File: src/rtl/eth_parser_pkg.sv
// Shared Ethernet parser types plus helpers used by the metadata merge stage.
package eth_parser_pkg;

  typedef logic [47:0] mac_addr_t;

  typedef struct packed {
    mac_addr_t   dest_mac;
    mac_addr_t   src_mac;
    logic [15:0] ethertype;
    logic        vlan_valid;
    logic [11:0] vlan_id;
    logic        is_ipv4;
    logic        is_ipv6;
    logic        is_arp;
    logic        frame_error;
  } eth_metadata_t;

  localparam int META_ARB_MAX_LANES = 8;

  function automatic logic [3:0] popcount8(input logic [7:0] v);
    logic [3:0] c;
    c = '0;
    for (int i = 0; i < 8; i++) begin
      c = c + {3'b000, v[i]};
    end
    return c;
  endfunction

endpackage

File: src/rtl/rr_arbiter.sv
// Round-robin arbiter; search begins at the pointer, pointer moves past the winner on advance.
module rr_arbiter #(
  parameter int N = 4,
  localparam int IDX_W = (N > 1) ? $clog2(N) : 1
) (
  input  logic             clk,
  input  logic             rst_n,
  input  logic [N-1:0]     req,
  input  logic             advance,
  output logic [N-1:0]     grant_onehot,
  output logic [IDX_W-1:0] grant_idx,
  output logic             any_req
);

  logic [IDX_W-1:0] ptr;
  logic [IDX_W-1:0] cand;
  logic             found;
  int               j;

  always_comb begin
    any_req      = |req;
    grant_idx    = '0;
    grant_onehot = '0;
    found        = 1'b0;
    j            = 0;
    cand         = '0;
    for (int off = 0; off < N; off++) begin
      j    = (int'(ptr) + off) % N;
      cand = IDX_W'(j);
      if (!found && req[cand]) begin
        found     = 1'b1;
        grant_idx = cand;
      end
    end
    if (found) grant_onehot[grant_idx] = 1'b1;
  end

  always_ff @(posedge clk or negedge rst_n) begin
    if (!rst_n) begin
      ptr <= '0;
    end else if (advance && any_req) begin
      ptr <= (grant_idx == IDX_W'(N - 1)) ? '0 : grant_idx + 1'b1;
    end
  end

endmodule

File: src/rtl/metadata_arbiter.sv
// Merges per-lane packager records through one-entry slots and a round-robin
// arbiter onto a single registered valid/ready stream; collisions are dropped.
module metadata_arbiter
  import eth_parser_pkg::*;
#(
  parameter int  NUM_LANES = 4,
  parameter int  CNT_W     = 16,
  localparam int LANE_W    = (NUM_LANES > 1) ? $clog2(NUM_LANES) : 1
) (
  input  logic                 clk,
  input  logic                 rst_n,
  input  logic [NUM_LANES-1:0] in_valid,
  input  eth_metadata_t        in_metadata [NUM_LANES],
  output logic                 out_valid,
  input  logic                 out_ready,
  output eth_metadata_t        out_metadata,
  output logic [LANE_W-1:0]    out_lane,
  output logic [NUM_LANES-1:0] drop_pulse,
  output logic [CNT_W-1:0]     drop_count,
  output logic                 busy
);

  function automatic logic [CNT_W-1:0] sat_add(input logic [CNT_W-1:0] acc,
                                               input logic [3:0] inc);
    logic [CNT_W+4:0] sum;
    sum = {5'b00000, acc} + {{(CNT_W + 1){1'b0}}, inc};
    if (sum > {5'b00000, {CNT_W{1'b1}}}) begin
      return {CNT_W{1'b1}};
    end else begin
      return sum[CNT_W-1:0];
    end
  endfunction

  logic [NUM_LANES-1:0]          slot_full_p0;
  eth_metadata_t                 slot_data_p0 [NUM_LANES];
  logic                          vld_p1;
  eth_metadata_t                 data_p1;
  logic [LANE_W-1:0]             lane_p1;

  logic                          load_en;
  logic                          any_req;
  logic [NUM_LANES-1:0]          grant_onehot;
  logic [NUM_LANES-1:0]          grant;
  logic [NUM_LANES-1:0]          capture;
  logic [NUM_LANES-1:0]          drop_vec;
  logic [LANE_W-1:0]             grant_idx;
  logic [META_ARB_MAX_LANES-1:0] drop8;

  rr_arbiter #(.N(NUM_LANES)) u_rr (
    .clk          (clk),
    .rst_n        (rst_n),
    .req          (slot_full_p0),
    .advance      (load_en),
    .grant_onehot (grant_onehot),
    .grant_idx    (grant_idx),
    .any_req      (any_req)
  );

  // A slot freed by this cycle's grant may accept a same-cycle arrival without a drop.
  always_comb begin
    load_en  = !vld_p1 || out_ready;
    grant    = grant_onehot & {NUM_LANES{load_en}};
    capture  = in_valid & (~slot_full_p0 | grant);
    drop_vec = in_valid & slot_full_p0 & ~grant;
    drop8    = '0;
    for (int i = 0; i < NUM_LANES; i++) begin
      drop8[i] = drop_vec[i];
    end
  end

  // Stage p0: per-lane holding slots
  always_ff @(posedge clk or negedge rst_n) begin
    if (!rst_n) begin
      slot_full_p0 <= '0;
    end else begin
      slot_full_p0 <= (slot_full_p0 & ~grant) | capture;
    end
  end

  always_ff @(posedge clk) begin
    for (int i = 0; i < NUM_LANES; i++) begin
      if (capture[i]) slot_data_p0[i] <= in_metadata[i];
    end
  end

  // Stage p1: registered output and drop accounting
  always_ff @(posedge clk or negedge rst_n) begin
    if (!rst_n) begin
      vld_p1     <= 1'b0;
      data_p1    <= '0;
      lane_p1    <= '0;
      drop_pulse <= '0;
      drop_count <= '0;
    end else begin
      if (load_en) begin
        vld_p1 <= any_req;
        if (any_req) begin
          data_p1 <= slot_data_p0[grant_idx];
          lane_p1 <= grant_idx;
        end
      end
      drop_pulse <= drop_vec;
      drop_count <= sat_add(drop_count, popcount8(drop8));
    end
  end

  assign out_valid    = vld_p1;
  assign out_metadata = data_p1;
  assign out_lane     = lane_p1;
  assign busy         = (|slot_full_p0) || vld_p1;

endmodule

File: config.mk
export PLATFORM = sky130hd
export DESIGN_NAME = metadata_arbiter
export DESIGN_NICKNAME = d
export VERILOG_FILES = /design/src/rtl/eth_parser_pkg.sv /design/src/rtl/rr_arbiter.sv /design/src/rtl/metadata_arbiter.sv
export SDC_FILE = /design/constraint.sdc
export NUM_CORES = 1
export LEC_CHECK = 0
export ABC_AREA = 1
export ABC_CLOCK_PERIOD_IN_PS = 23400
export CAP_MARGIN = 20
export CORE_AREA = 2 2 261 263
export DETAILED_ROUTE_END_ITERATION = 6
export DIE_AREA = 0 0 263 265
export PLACE_DENSITY_LB_ADDON = 0.15
export SLEW_MARGIN = 40
export SYNTH_ARGS = -nofsm -noshare
export SYNTH_HDL_FRONTEND = slang
export SYNTH_HIERARCHICAL = 1
export SYNTH_SLANG_ARGS = --single-unit
File: constraint.sdc
create_clock -name clk -period 23.4 [get_ports clk]
set_input_delay 5.85 -clock clk [delete_from_list [all_inputs] [get_ports clk]]
set_output_delay 5.85 -clock clk [all_outputs]
set_load 0.02 [all_outputs]
**Word-level counts from Yosys, hierarchy flattened**

Memory sizes are Yosys's and may differ from the RTL's. A register that Yosys moved wholly into a read port is not among the register bits.
Index checks and enable logic that the tools add are counted.

- Equality and inequality tests: 1
- Multiplexer cells: 29
- Bitwise gates (word level): 9
- Reductions and logical operators: 14
- Add/subtract/negate cells: 8
- Magnitude comparators: 7

Operator list:

| cell | count |
|---|---|
| $and 4x4->4 | 5 |
| $add 16x4->17 | 1 |
| $gt 17x16->1 const B | 1 |
| $mux 1 | 17 |
| $mux 16 | 1 |
| $lt 2x3->1 const B | 5 |
| $mux 2 | 5 |
| $bmux 1 s2 | 4 |
| $not 4->4 | 2 |
| $or 4x4->4 | 2 |
| $logic_and 1x1->1 | 5 |
| $logic_not 1->1 | 5 |
| $add 2x1->2 const B | 2 |
| $add 2x2->2 const B | 2 |
| $add 3x1->4 | 1 |
| $mux 4 | 1 |
| $reduce_or 4->1 | 1 |
| $add 2x1->3 | 1 |
| $add 1x1->2 | 1 |
| $demux 1 s2 | 1 |
| $eq 2x2->1 const B | 1 |
| $ge 2x1->1 const B | 1 |
| $logic_or 1x1->1 | 2 |
| $reduce_and 2->1 | 1 |

- Word-level logic and storage cells: 75
- Output and inout bits: 153
- Memories: 1
- Memory bits (writable): 516
- Register bits: 29
- Input port bits: 523

Memory list:

| memory | words | bits a word | read ports | clocked after memory_dff | wr ports | RTL line | text |
|---|---|---|---|---|---|---|---|
| slot_data_p0 | 4 | 129 | 1 | 1 | 4 | metadata_arbiter.sv:35 | `eth_metadata_t slot_data_p0 [NUM_LANES];` |

**Longest topological paths before layout**

Gate-level depths: netlist of the first run.

- Depth in word-level cells: 26
- Mapped depth: 30
- Mapped depth without buffers: 29

**Cells and area by module**

The synthesis of the first run kept the hierarchy.

By module, submodules not included:

| module | cells each | area an instance (µm²) | times used |
|---|---|---|---|
| metadata_arbiter | 1,962 | 25,190.4 | 1 |
| rr_arbiter | 80 | 431.7 | 1 |

**Worst setup path before layout of the first run**

No wires, ideal clock.

- Path kind: input-to-reg
- Start point: input out_ready
- End point: memory slot_data_p0[0][0] in the netlist's numbering (enable)
- Data required time: 22,740 ps
- Data arrival time: 12,309 ps
- Slack: 10,431 ps
- Stages: 4
- Buffers on the path: 0
- Path through: nor2_2 inv_1 nand2_1 a21oi_1

RTL lines:

| what | RTL line | text |
|---|---|---|
| start, declared | metadata_arbiter.sv:15 | `input logic out_ready,` |
| end, declared | metadata_arbiter.sv:35 |  |

**Worst setup path in the final report of the first run**

- Start point: input out_ready
- End point: register drop_count[3]

- Word-level cells in the longest chain between the ends: 10

Ends and longest elaborated chain:

| what | RTL line | text |
|---|---|---|
| $logic_or 1x1->1 * | metadata_arbiter.sv:61 | `load_en = !vld_p1 \|\| out_ready;` |
| named net load_en | metadata_arbiter.sv:40 | `logic load_en;` |
| $and 4x4->4 * | metadata_arbiter.sv:62 | `grant = grant_onehot & {NUM_LANES{load_en}};` |
| $not 4->4 * | metadata_arbiter.sv:64 | `drop_vec = in_valid & slot_full_p0 & ~grant;` |
| $and 4x4->4 * | metadata_arbiter.sv:64 |  |
| named net drop_vec[0] | metadata_arbiter.sv:45 | `logic [NUM_LANES-1:0] drop_vec;` |
| $add 1x1->2 * | eth_parser_pkg.sv:24 | `c = c + {3'b000, v[i]};` |
| $add 2x1->3 * | eth_parser_pkg.sv:24 |  |
| $add 3x1->4 * | eth_parser_pkg.sv:24 |  |
| $add 16x4->17 * | metadata_arbiter.sv:26 | `sum = {5'b00000, acc} + {{(CNT_W + 1){1'b0}}, inc};` |
| $gt 17x16->1 | metadata_arbiter.sv:27 | `if (sum > {5'b00000, {CNT_W{1'b1}}}) begin` |
| $mux 16 * | metadata_arbiter.sv:27 |  |
| end signal, assigned | metadata_arbiter.sv:103 | `drop_count <= sat_add(drop_count, popcount8(drop8));` |
| end, declared | metadata_arbiter.sv:19 | `output logic [CNT_W-1:0] drop_count,` |

Mark *: on every way through the listed nets, which the timed path passes. The rest lies on a longest branch.
A chain may end at the register's enable or synchronous reset.

==> impl_results.md, run 1 <==
- Status: finished, final reports clean
- F_max: about 110 MHz
- IO Port Bufs: around 680
- EDFF count, synth: 516
- Setup TNS: 0 ps
- Number of library cell types mapped by synthesis: 31
- Largest cells by area after synthesis: edfxtp_1 (60%), dfrtp_1 (15%), nand2_1 (6.9%)
- Worst-path clk slew: 60 ps
- Setup WS pre-CTS: ~14000 ps
- RSZ-0062 raised after global routing: false
- Critical path cell sequence: clkdlybuf4s50_1 > nor2_2 > inv_1 > nand2_1 > nand2_1 > nor2_1 > fa_1 > inv_1 > fa_1 > inv_1 > fa_1 > nand2_1 > nor2_1 > nand4_1 > o21ai_0
- Num CTS Buffers: 75
- Post-Syn Area per Cell: 12.5 µm²
- Die Y: 265 µm
- Hold path depth: 2
- Final worst slack: 14670 ps
- Fraction of layout instances using a drive strength above 1: 5.53%
- Clock Tree Buf Depth: 3
- Most frequent cell after synthesis: edfxtp_1
- Hold Crit Class: flip-flop to flip-flop
- Synth Flop Type: edfxtp_1
- Ys Warns: 6
- Power Dens Cells: 154 nW/µm²
- Final setup violating endpoints: 0
- Seq/Total Area, Yosys: 75.9%
- Max_cap viols: 0
- Layout area overhead: 39.5%
- Largest stage delay, worst path: between 500 and 600 ps
- Setup crit start kind: input pin
- CP required: about 24000 ps
- Dpl hpwl: around 55 mm
- Vias in the first global route: 19000
- Critical path class: input pin to flip-flop
- Fin crit share: between 30 and 40%
- Leak pwr: 0.0134 µW
- Placed cell area: 33200 µm²
- Core box area: approximately 67000 µm²
- Worst slew pin tran: between 800 and 900 ps
- Largest net degree at the start of global routing: between 150 and 200
- Ports: about 680
- Cell area after synthesis: between 20000 and 30000 µm²
- Gr usage total: 24.0%
- DRT iter0 DRCs: 1657
- Yosys reg bits: 674
- Clk_lat worst skew: 610 ps
- Initial antenna violation count: 44
- Cells on worst reg2reg path: 25
- Tmin final: slightly below 9000 ps
- Starting Density: 38.4%
- DRC Markers: 0
- Area share of the largest cell type after synthesis: around three fifths
- CTS Sinks: between 600 and 700
- Final RePlAce weighted congestion: approximately 0.87
- DR vias/cell: ~5
- Cts hold-fix bufs: 0
- CTS resizes: 0
- CP Capture Type: flip-flop
- Syn_nets: 2573
- Post-CTS setup buffer count: 0
- Crit path max-delay cell type: nand4_1
- Gr ovfl total: 0
- Relative slew slack: approximately two fifths
- Die ar.: about 70000 µm²
- CP Max Fanout: 16
- Post-synth top area cell: edfxtp_1
- Clk root buf: clkbuf_16
- Num rows: between 90 and 100
- Clk_skew: between 15 and 20 ps
- Die X: around 260 µm
- Vias: approximately 19000
- Data arrival, critical path: 9230 ps
- Final Hold Fails: 0
- Drt total wl: 85.2 mm
- Mapped Cells: ~2000
- Remaining antenna violation count after routing: 0
- Maximum VDD drop: 145 µV
- CTS tree: done
- Top cells by count, synth: edfxtp_1 (516), nand2_1 (473), nor2_1 (289)
- First-pass GRT wire length: approximately 120 mm
- Final nets: ~3200
- CTS HTree Levels: 3
- Pre-antenna DRT Iters: 5
- Design area: approximately 36000 µm²
- Pins Over Slew Limit: 0
- Post-synth ARST share: around a quarter
- Wire length per cell: roughly 23 µm
[area by class of cell]
| class | instances | area (µm²) |
|---|---|---|
| fillers | 5666 | 31100 |
| flip-flops and latches | 674 | 19400 |
| repair buffers | 699 | 7030 |
| multi-input cells | 1210 | 5460 |
| clock buffers | 103 | 2090 |
| well taps | 873 | 1090 |
| clock inverters | 36 | 359 |
| inverters | 44 | 190 |
| diodes | 29 | 72.6 |
[path summary, 6_finish.rpt]
kind / from / endpoint / slack [ps]
setup / recovery: out_ready / drop_count[3] / 14670
hold / removal: out_metadata[23] / out_metadata[23] / 480
setup reg to reg: u_rr/ptr[0] / drop_count[3] / 18280
hold reg to reg: out_metadata[23] / out_metadata[23] / 480
max in group asynchronous: rst_n / drop_count[8] / 16830
min in group asynchronous: rst_n / out_metadata[57] / 5310
[power breakdown]
part           total (µW)  switching [µW]  internal (µW)
logic                2430            1620            806
registers            1910             148           1760
clock network        1180             480            696
total                5520            2250           3260
[sequential cells by signal, summed over array words and instances, names as in the netlist]
| name | flops |
|---|---|
| slot_full_p0 | 4 |
| out_lane | 2 |
| slot_data_p0 | 516 |
| u_rr/ptr | 2 |
| out_metadata | 129 |
| drop_pulse | 4 |
| out_valid | 1 |
| drop_count | 16 |
[logic make-up after synthesis]
kind of cell / synth area share, %
compound gates: 8.56
flops: 75.9
xor+xnor: 0.137
buf+inv: 3.03
fa+ha+maj: 0.479
simple gates: 11.9
[worst max-delay path, delay by kind of cell]
kind / cells / cell delay, ps
AOI/OAI and AO/OA: 1 / 280
adders and majority gates: 3 / 1080
buffers and inverters: 4 / 770
and+or+nand+nor: 7 / 1220
[layer usage]
metal  track usage, %  vias up  routed length [µm]
met1             28.8     9160               32200
met4             10.5       24                3090
met5                0        -                 168
li1                 -     8518                   -
met2             40.8      771               43200
met3             6.44      183                6590
[layout by cell type (no fill, tap or decap), drive strengths merged]
cell type        n
clkdlybuf4s50  674
edfxtp         516
nand2          477
nor2           293
o21ai          267
dfrtp          158
o22ai          128
clkbuf         104
inv             49
diode           29
buf             24
clkinv          23
nand3           17
bufinv           6
a21oi            6
nand4            5
ha               5
xor2             4
fa               3
o21bai           2
clkinvlp         2
nor3             1
nor4             1
a31oi            1
[stage by stage]
stage	total power [µW]	hold WS, ps	utilization (%)	instances
6_report	5520	477	53.5	3668
5_1_grt	5880	495	53.5	3668
4_1_cts	5560	480	53.3	3638
3_5_place_dp	4370	464	49.7	3499
3_3_place_gp	4310	462	49.5	3497
2_1_floorplan	3520	504	-	2042
Power figures use the tool's default switching activity.
==> run 2, diff against run 1 <==
--- a/config.mk
+++ b/config.mk
@@ -6,7 +6,7 @@
 export NUM_CORES = 1
 export LEC_CHECK = 0
 export ABC_AREA = 1
-export ABC_CLOCK_PERIOD_IN_PS = 23400
+export ABC_CLOCK_PERIOD_IN_PS = 8500
 export CAP_MARGIN = 20
 export CORE_AREA = 2 2 261 263
 export DETAILED_ROUTE_END_ITERATION = 6
==> constraint.sdc (replaced) <==
create_clock -name clk -period 8.5 [get_ports clk]
set_input_delay 2.125 -clock clk [delete_from_list [all_inputs] [get_ports clk]]
set_output_delay 2.125 -clock clk [all_outputs]
set_load 0.02 [all_outputs]
==> impl_results.md, run 2 (synthesis gave the netlist of run 1 again) <==
- Status: finished, final reports clean (unchanged)
- DRC Markers: 0 (unchanged)
- Relative slew slack: 43.4% (was 41.9%)
- Cells on worst reg2reg path: 24 (was 25)
- Sw Ratio: 41.0% (was 40.8%)
- Crit path max-delay family: simple AND/OR/NAND/NOR gates (unchanged)
- Die X: 263 µm (unchanged)
- Placed cell area: 33200 µm² (about the same)
- Critical Path Stages: 24 (was 15)
- Ports: 676 (unchanged)
- Pins Over Slew Limit: 0 (unchanged)
- Most frequent cells in the layout: clkdlybuf4s50_1 (674), edfxtp_1 (516), nand2_1 (472) (unchanged)
- Clock Tree Buf Depth: 3 (unchanged)
- Final Hold Fails: 0 (unchanged)
- Fraction of layout instances using a drive strength above 1: 5.46% (was 5.53%)
- Maximum VDD drop: 533 µV (was 145 µV)
- Power Dens Cells: 424 nW/µm² (was 154 nW/µm²)
- Tmin final: between 4000 and 5000 ps
- Initial antenna violation count: 28 (was 44)
- Fin crit share: between 50% and 60%
- Leak pwr: 0.0133 µW (was 0.0134 µW)
- Clk_skew: 26.1 ps (was 17.3 ps)
- Final nets: 3235 (unchanged)
- CTS tree: done (unchanged)
- Layout area overhead: 39.1% (was 39.5%)
- Dpl hpwl: 54.0 mm (was 54.9 mm)
- Largest register FFs: 516 (unchanged)
- Largest net degree at the start of global routing: 113 (was 178)
- Drt total wl: 84.5 mm (was 85.2 mm)
- CTS Sinks: 674 (unchanged)
- CTS HTree Levels: 3 (unchanged)
- Core box area: 66800 µm² (unchanged)
- Data arrival, critical path: 5440 ps (was 9230 ps)
- Pre-antenna DRT Iters: 7 (was 5)
- RSZ-0062 raised after global routing: false (unchanged)
- CP required: 9000 ps (was 23900 ps)
- Clock Power Share: 20.9% (was 21.3%)
- Largest stage delay, worst path: 560 ps (was 580 ps)
- Final RePlAce weighted congestion: 0.835 (was 0.869)
- Vias in the first global route: 19100 (was 19000)
- Hold Crit Class: flip-flop to flip-flop (unchanged)
- Die Y: 265 µm (unchanged)
- DR vias/cell: 5.06 (was 5.09)
- Worst path bufs/invs: 5 (was 4)
- Remaining antenna violation count after routing: 0 (unchanged)
- Gr usage total: 23.8% (was 24.0%)
- Crit path max-delay cell type: nand4_1 (unchanged)
- Design area: 35600 µm² (was 35700 µm²)
- Register area: 19400 µm² (unchanged)
- Critical path's most frequent cell: nand2_1
- Multi-input logic area: 5460 µm² (unchanged)
- Most common cell after layout, fill and taps aside: clkdlybuf4s50_1 (unchanged)
- Max_cap viols: 0 (unchanged)
- Critical path cell sequence: inv_4 > nand2_1 > nand3_1 > nand2_1 > nor2_4 > nand2_2 > nor2_4 > o21ai_2 > inv_4 > ha_1 > inv_1 > nor2_1 > nand2_1 > nand2_1 > nor2_1 > fa_1 > inv_1 > fa_1 > inv_1 > fa_1 > nand2_1 > nor2_1 > nand4_1 > o21ai_0 (was clkdlybuf4s50_1 > nor2_2 > inv_1 > nand2_1 > nand2_1 > nor2_1 > fa_1 > inv_1 > fa_1 > inv_1 > fa_1 > nand2_1 > nor2_1 > nand4_1 > o21ai_0)
- Seq pwr share: 34.8% (was 34.6%)
- Biggest register: slot_data_p0 (unchanged)
- Num rows: 95 (unchanged)
- Sw power: 6190 µW (was 2250 µW)
- F_max: around 200 MHz
- Setup crit start kind: flip-flop (was input pin)
- Clk_lat worst skew: 620 ps (was 610 ps)
- Num CTS Buffers: 75 (unchanged)
- Clk root buf: clkbuf_16 (unchanged)
- Post-CTS setup buffer count: 0 (unchanged)
- Worst-path clk slew: 60 ps (about the same)
- Starting Density: 38.4% (unchanged)
- DRT iter0 DRCs: 1621 (was 1657)
- Die ar.: 69700 µm² (unchanged)
- Final setup violating endpoints: 0 (unchanged)
- CP Capture Type: flip-flop (unchanged)
- Fillers: 5699 (was 5666)
- Vias: 18500 (was 18700)
- IO Port Bufs: 675 (unchanged)
- CTS resizes: 0 (unchanged)
- Setup TNS: 0 ps (unchanged)
- Hold path depth: 2 (unchanged)
- Critical path class: flip-flop to flip-flop (was input pin to flip-flop)
- Cts hold-fix bufs: 0 (unchanged)
- Power share of the combinational group: 44.2% (was 44.0%)
- Gr ovfl total: 0 (unchanged)
- Wire length per cell: 23.1 µm (was 23.2 µm)
- CP Max Fanout: 55 (was 16)
- Worst slew pin tran: 850 ps (was 872 ps)
- First-pass GRT wire length: 124 mm (about the same)
- Cell Int Power: 8920 µW (was 3260 µW)
-- run 2: changes by cell type in the layout (fill, tap and decap cells not counted), moves of 2 or more --
cell and delta:
clkbuf_1 +11, diode_2 -9, clkinv_1 -10, inv_6 -3, buf_12 -2, bufinv_16 -2
-- run 2: layer usage --
| layer | vias to the layer above | share of wire, % | global-route usage (%) |
|---|---|---|---|
| met1 | 9073 | 38 | 28.9 |
| met2 | 753 | 51 | 41.0 |
| met5 | - | 0.14 | 0 |
| met3 | 159 | 7.4 | 6.22 |
| met4 | 20 | 3.0 | 8.76 |
| li1 | 8501 | - | - |
-- run 2: through the flow --
| step | utilization [%] | std cells | setup slack (ps) | power [µW] | hold WS (ps) |
|---|---|---|---|---|---|
| after floorplan | - | 2042 | 1930 | 9600 | 506 |
| after global routing | 53.3 | 3655 | 3070 | 16100 | 492 |
| after CTS | 53.3 | 3638 | 3550 | 15200 | 479 |
| after global placement | 49.6 | 3499 | 3020 | 11900 | 461 |
| final | 53.4 | 3658 | 3560 | 15100 | 477 |
| after detailed placement | 49.7 | 3500 | 2970 | 12000 | 465 |
-- run 2: power by group through the flow --
stage / clock, µW / combinational, µW / sequential [µW]
floorplan: 0 / 3860 / 5740
global placement: 0 / 6570 / 5290
detailed placement: 0 / 6730 / 5300
CTS: 3230 / 6750 / 5260
global route: 3370 / 7360 / 5360
finish: 3160 / 6680 / 5260
-- run 2: area by class of cell --
| cell class | instances | share of cell area [%] |
|---|---|---|
| diodes | 20 | 0.140 |
| clock buffers | 114 | 5.99 |
| clock inverters | 24 | 0.723 |
| inverters | 44 | 0.513 |
| multi-input cells | 1210 | 15.3 |
| flip-flops and latches | 674 | 54.6 |
| well taps | 873 | 3.06 |
| repair buffers | 699 | 19.7 |
-- run 2: final timing paths --
| path | slack [ps] | end | start |
|---|---|---|---|
| min in group asynchronous | 1440 | out_metadata[53] | rst_n |
| hold reg to reg | 480 | out_metadata[101] | out_metadata[101] |
| setup reg to reg | 3560 | drop_count[3] | u_rr/ptr[0] |
| setup / recovery | 3560 | drop_count[3] | u_rr/ptr[0] |
| max in group asynchronous | 5990 | out_metadata[114] | rst_n |
| hold / removal | 480 | out_metadata[101] | out_metadata[101] |
-- run 2: worst register-to-register path: cells and delay by family, from the launching register on --
| family | cells | cell delay, ps |
|---|---|---|
| fa+ha+maj | 4 | 1290 |
| simple gates | 13 | 1860 |
| buf+inv | 5 | 830 |
| compound gates | 2 | 360 |
| flops | 1 | 500 |
==> run 3, diff against run 2 <==
--- a/config.mk
+++ b/config.mk
@@ -6,7 +6,7 @@
 export NUM_CORES = 1
 export LEC_CHECK = 0
 export ABC_AREA = 1
-export ABC_CLOCK_PERIOD_IN_PS = 8500
+export ABC_CLOCK_PERIOD_IN_PS = 4800
 export CAP_MARGIN = 20
 export CORE_AREA = 2 2 261 263
 export DETAILED_ROUTE_END_ITERATION = 6
==> constraint.sdc (replaced) <==
create_clock -name clk -period 4.8 [get_ports clk]
set_input_delay 1.2 -clock clk [delete_from_list [all_inputs] [get_ports clk]]
set_output_delay 1.2 -clock clk [all_outputs]
set_load 0.02 [all_outputs]
==> impl_results.md, run 3 (synthesis gave the netlist of run 1 again) <==
- Status: finished, final reports clean (unchanged)
- Data arrival, critical path: 4720 ps (was 5440 ps)
- Clk_lat worst skew: 620 ps (about the same)
- Final setup violating endpoints: 0 (unchanged)
- Leak pwr: 0.0134 µW (was 0.0133 µW)
- Relative slew slack: 43.5% (was 43.4%)
- Die Y: 265 µm (unchanged)
- Cts hold-fix bufs: 0 (unchanged)
- Worst-path clk slew: 60 ps (about the same)
- Final Hold Fails: 0 (unchanged)
- Remaining antenna violation count after routing: 0 (unchanged)
- DR vias/cell: 5.07 (was 5.06)
- Critical path destination: drop_count[12] (was drop_count[3])
- Power Dens Cells: 751 nW/µm² (was 424 nW/µm²)
- RSZ-0062 raised after global routing: false (unchanged)
- R2R Path Start: u_rr/ptr[0] (unchanged)
- Maximum VDD drop: 927 µV (was 533 µV)
- Die ar.: 69700 µm² (unchanged)
- Drt total wl: 84.8 mm (was 84.5 mm)
- R2r setup slk: 570 ps (was 3560 ps)
- First-pass GRT wire length: 125 mm (was 124 mm)
- Fin crit share: 88.1% (was 58.1%)
- Final nets: 3241 (was 3235)
- F_max: 236 MHz (was 202 MHz)
- Final RePlAce weighted congestion: 0.874 (was 0.835)
- Tmin final: 4230 ps (was 4940 ps)
- Fraction of layout instances using a drive strength above 1: 5.48% (was 5.46%)
- Dpl hpwl: 54.9 mm (was 54.0 mm)
- Largest net degree at the start of global routing: 131 (was 113)
- Gr ovfl total: 0 (unchanged)
- CP required: 5290 ps (was 9000 ps)
- Most common cell after layout, fill and taps aside: clkdlybuf4s50_1 (unchanged)
- CTS Sinks: 674 (unchanged)
- Clk_skew: 20.5 ps (was 26.1 ps)
- Most frequent cells in the layout: clkdlybuf4s50_1 (674), edfxtp_1 (516), nand2_1 (472) (unchanged)
- Vias in the first global route: 19100 (about the same)
- Fillers: 5682 (was 5699)
- Starting Density: 38.4% (unchanged)
- Cells on worst reg2reg path: 27 (was 24)
- CP Capture Type: flip-flop (unchanged)
- Critical path class: flip-flop to flip-flop (unchanged)
- Pre-antenna DRT Iters: 7 (unchanged)
- CTS resizes: 0 (unchanged)
- Layout area overhead: 39.5% (was 39.1%)
- Worst slew pin tran: 848 ps (was 850 ps)
- Hold Crit Class: input pin to asynchronous set/reset pin (was flip-flop to flip-flop)
- Setup TNS: 0 ps (unchanged)
- Num CTS Buffers: 75 (unchanged)
- Final worst slack: 571 ps (was 3560 ps)
- Vias: 18600 (was 18500)
- CTS tree: done (unchanged)
- Setup WS pre-CTS: 191 ps (was 2970 ps)
- RR Endpoint: drop_count[12] (was drop_count[3])
- Core box area: 66800 µm² (unchanged)
- Gr usage total: 24.0% (was 23.8%)
- CP Max Fanout: 10 (was 55)
- Initial antenna violation count: 32 (was 28)
- Pins Over Slew Limit: 0 (unchanged)
- Clk root buf: clkbuf_16 (unchanged)
- DRT iter0 DRCs: 1708 (was 1621)
- IO Port Bufs: 675 (unchanged)
- Wire length per cell: 23.2 µm (was 23.1 µm)
- Num rows: 95 (unchanged)
- Biggest register: slot_data_p0 (unchanged)
- Ports: 676 (unchanged)
- CTS HTree Levels: 3 (unchanged)
- Max_cap viols: 0 (unchanged)
- Clock Tree Buf Depth: 3 (unchanged)
- DRC Markers: 0 (unchanged)
- CP startpoint: u_rr/ptr[0] (unchanged)
- Die X: 263 µm (unchanged)
- Largest register FFs: 516 (unchanged)
- Setup crit start kind: flip-flop (unchanged)
==> run 3: where the power goes <==
group / switching (µW) / leakage, µW / total, µW / internal (µW)
combinational: 7990 / 0.00559 / 12000 / 4040
clock: 2290 / 0.00114 / 5510 / 3220
sequential: 726 / 0.00665 / 9310 / 8590
total: 11000 / 0.0134 / 26900 / 15800
==> run 3: stage by stage <==
stage	cells	area [µm²]	hold WS, ps	total power (µW)	utilization, %
floorplan	2042	25700	506	16900	-
global placement	3503	33300	461	21300	49.8
detailed placement	3504	33300	464	21500	49.9
CTS	3643	35700	480	27100	53.4
global route	3663	35800	485	28600	53.5
finish	3664	35800	455	26900	53.5
==> run 3: how the worst min path moves through the flow <==
stage                                   end  slack (ps)                 start  cells past startpoint
after floorplan           out_metadata[127]         510  slot_data_p0[3][127]                      2
after global routing       out_metadata[56]         480                 rst_n                      1
after detailed placement   out_metadata[50]         460      out_metadata[50]                      2
final                      out_metadata[56]         460                 rst_n                      1
after CTS                  out_metadata[50]         480      out_metadata[50]                      2
after global placement     out_metadata[64]         460      out_metadata[64]                      2
==> run 3: area by class of cell <==
cell class | instances | area (µm²) | area share (%)
inverters | 44 | 183 | 0.511
flip-flops and latches | 674 | 19400 | 54.4
well taps | 873 | 1090 | 3.05
multi-input cells | 1210 | 5460 | 15.3
repair buffers | 705 | 7170 | 20.1
clock buffers | 118 | 2160 | 6.04
diodes | 19 | 47.5 | 0.133
clock inverters | 21 | 198 | 0.553
==> run 3: timing repair <==
| action | CTS | global route |
|---|---|---|
| hold endpoints to repair | 0 | 0 |
| buffers inserted | 0 | 2 |
| setup endpoints to repair | 0 | 16 |
==> run 3: critical path, stage by stage (launching register included) <==
cell and delay, ps:
dfrtp_1 500, inv_4 140, nand2_1 90, nand3_1 130
nand2_1 130, nor2_4 170, nand2_2 90, nor2_4 100
nand2_1 80, o21ai_2 110, ha_1 190, inv_1 40
nor2_1 100, nand2_1 110, nand2_1 100, nor2_1 80
fa_1 500, inv_1 50, fa_1 350, inv_1 110
fa_1 200, nand2_1 70, inv_1 80, nand3_1 130
nor2_1 240, nand3_1 110, nand2_1 70, nand2_1 40
==> run 3: layer usage <==
layer  part of all wire (%)  track usage [%]  up-vias
met5                   0.22                0        -
met4                    3.0             9.37       28
met3                    8.0             6.46      169
met2                     52             42.1      800
met1                     37             28.1     9066
li1                       -                -     8515
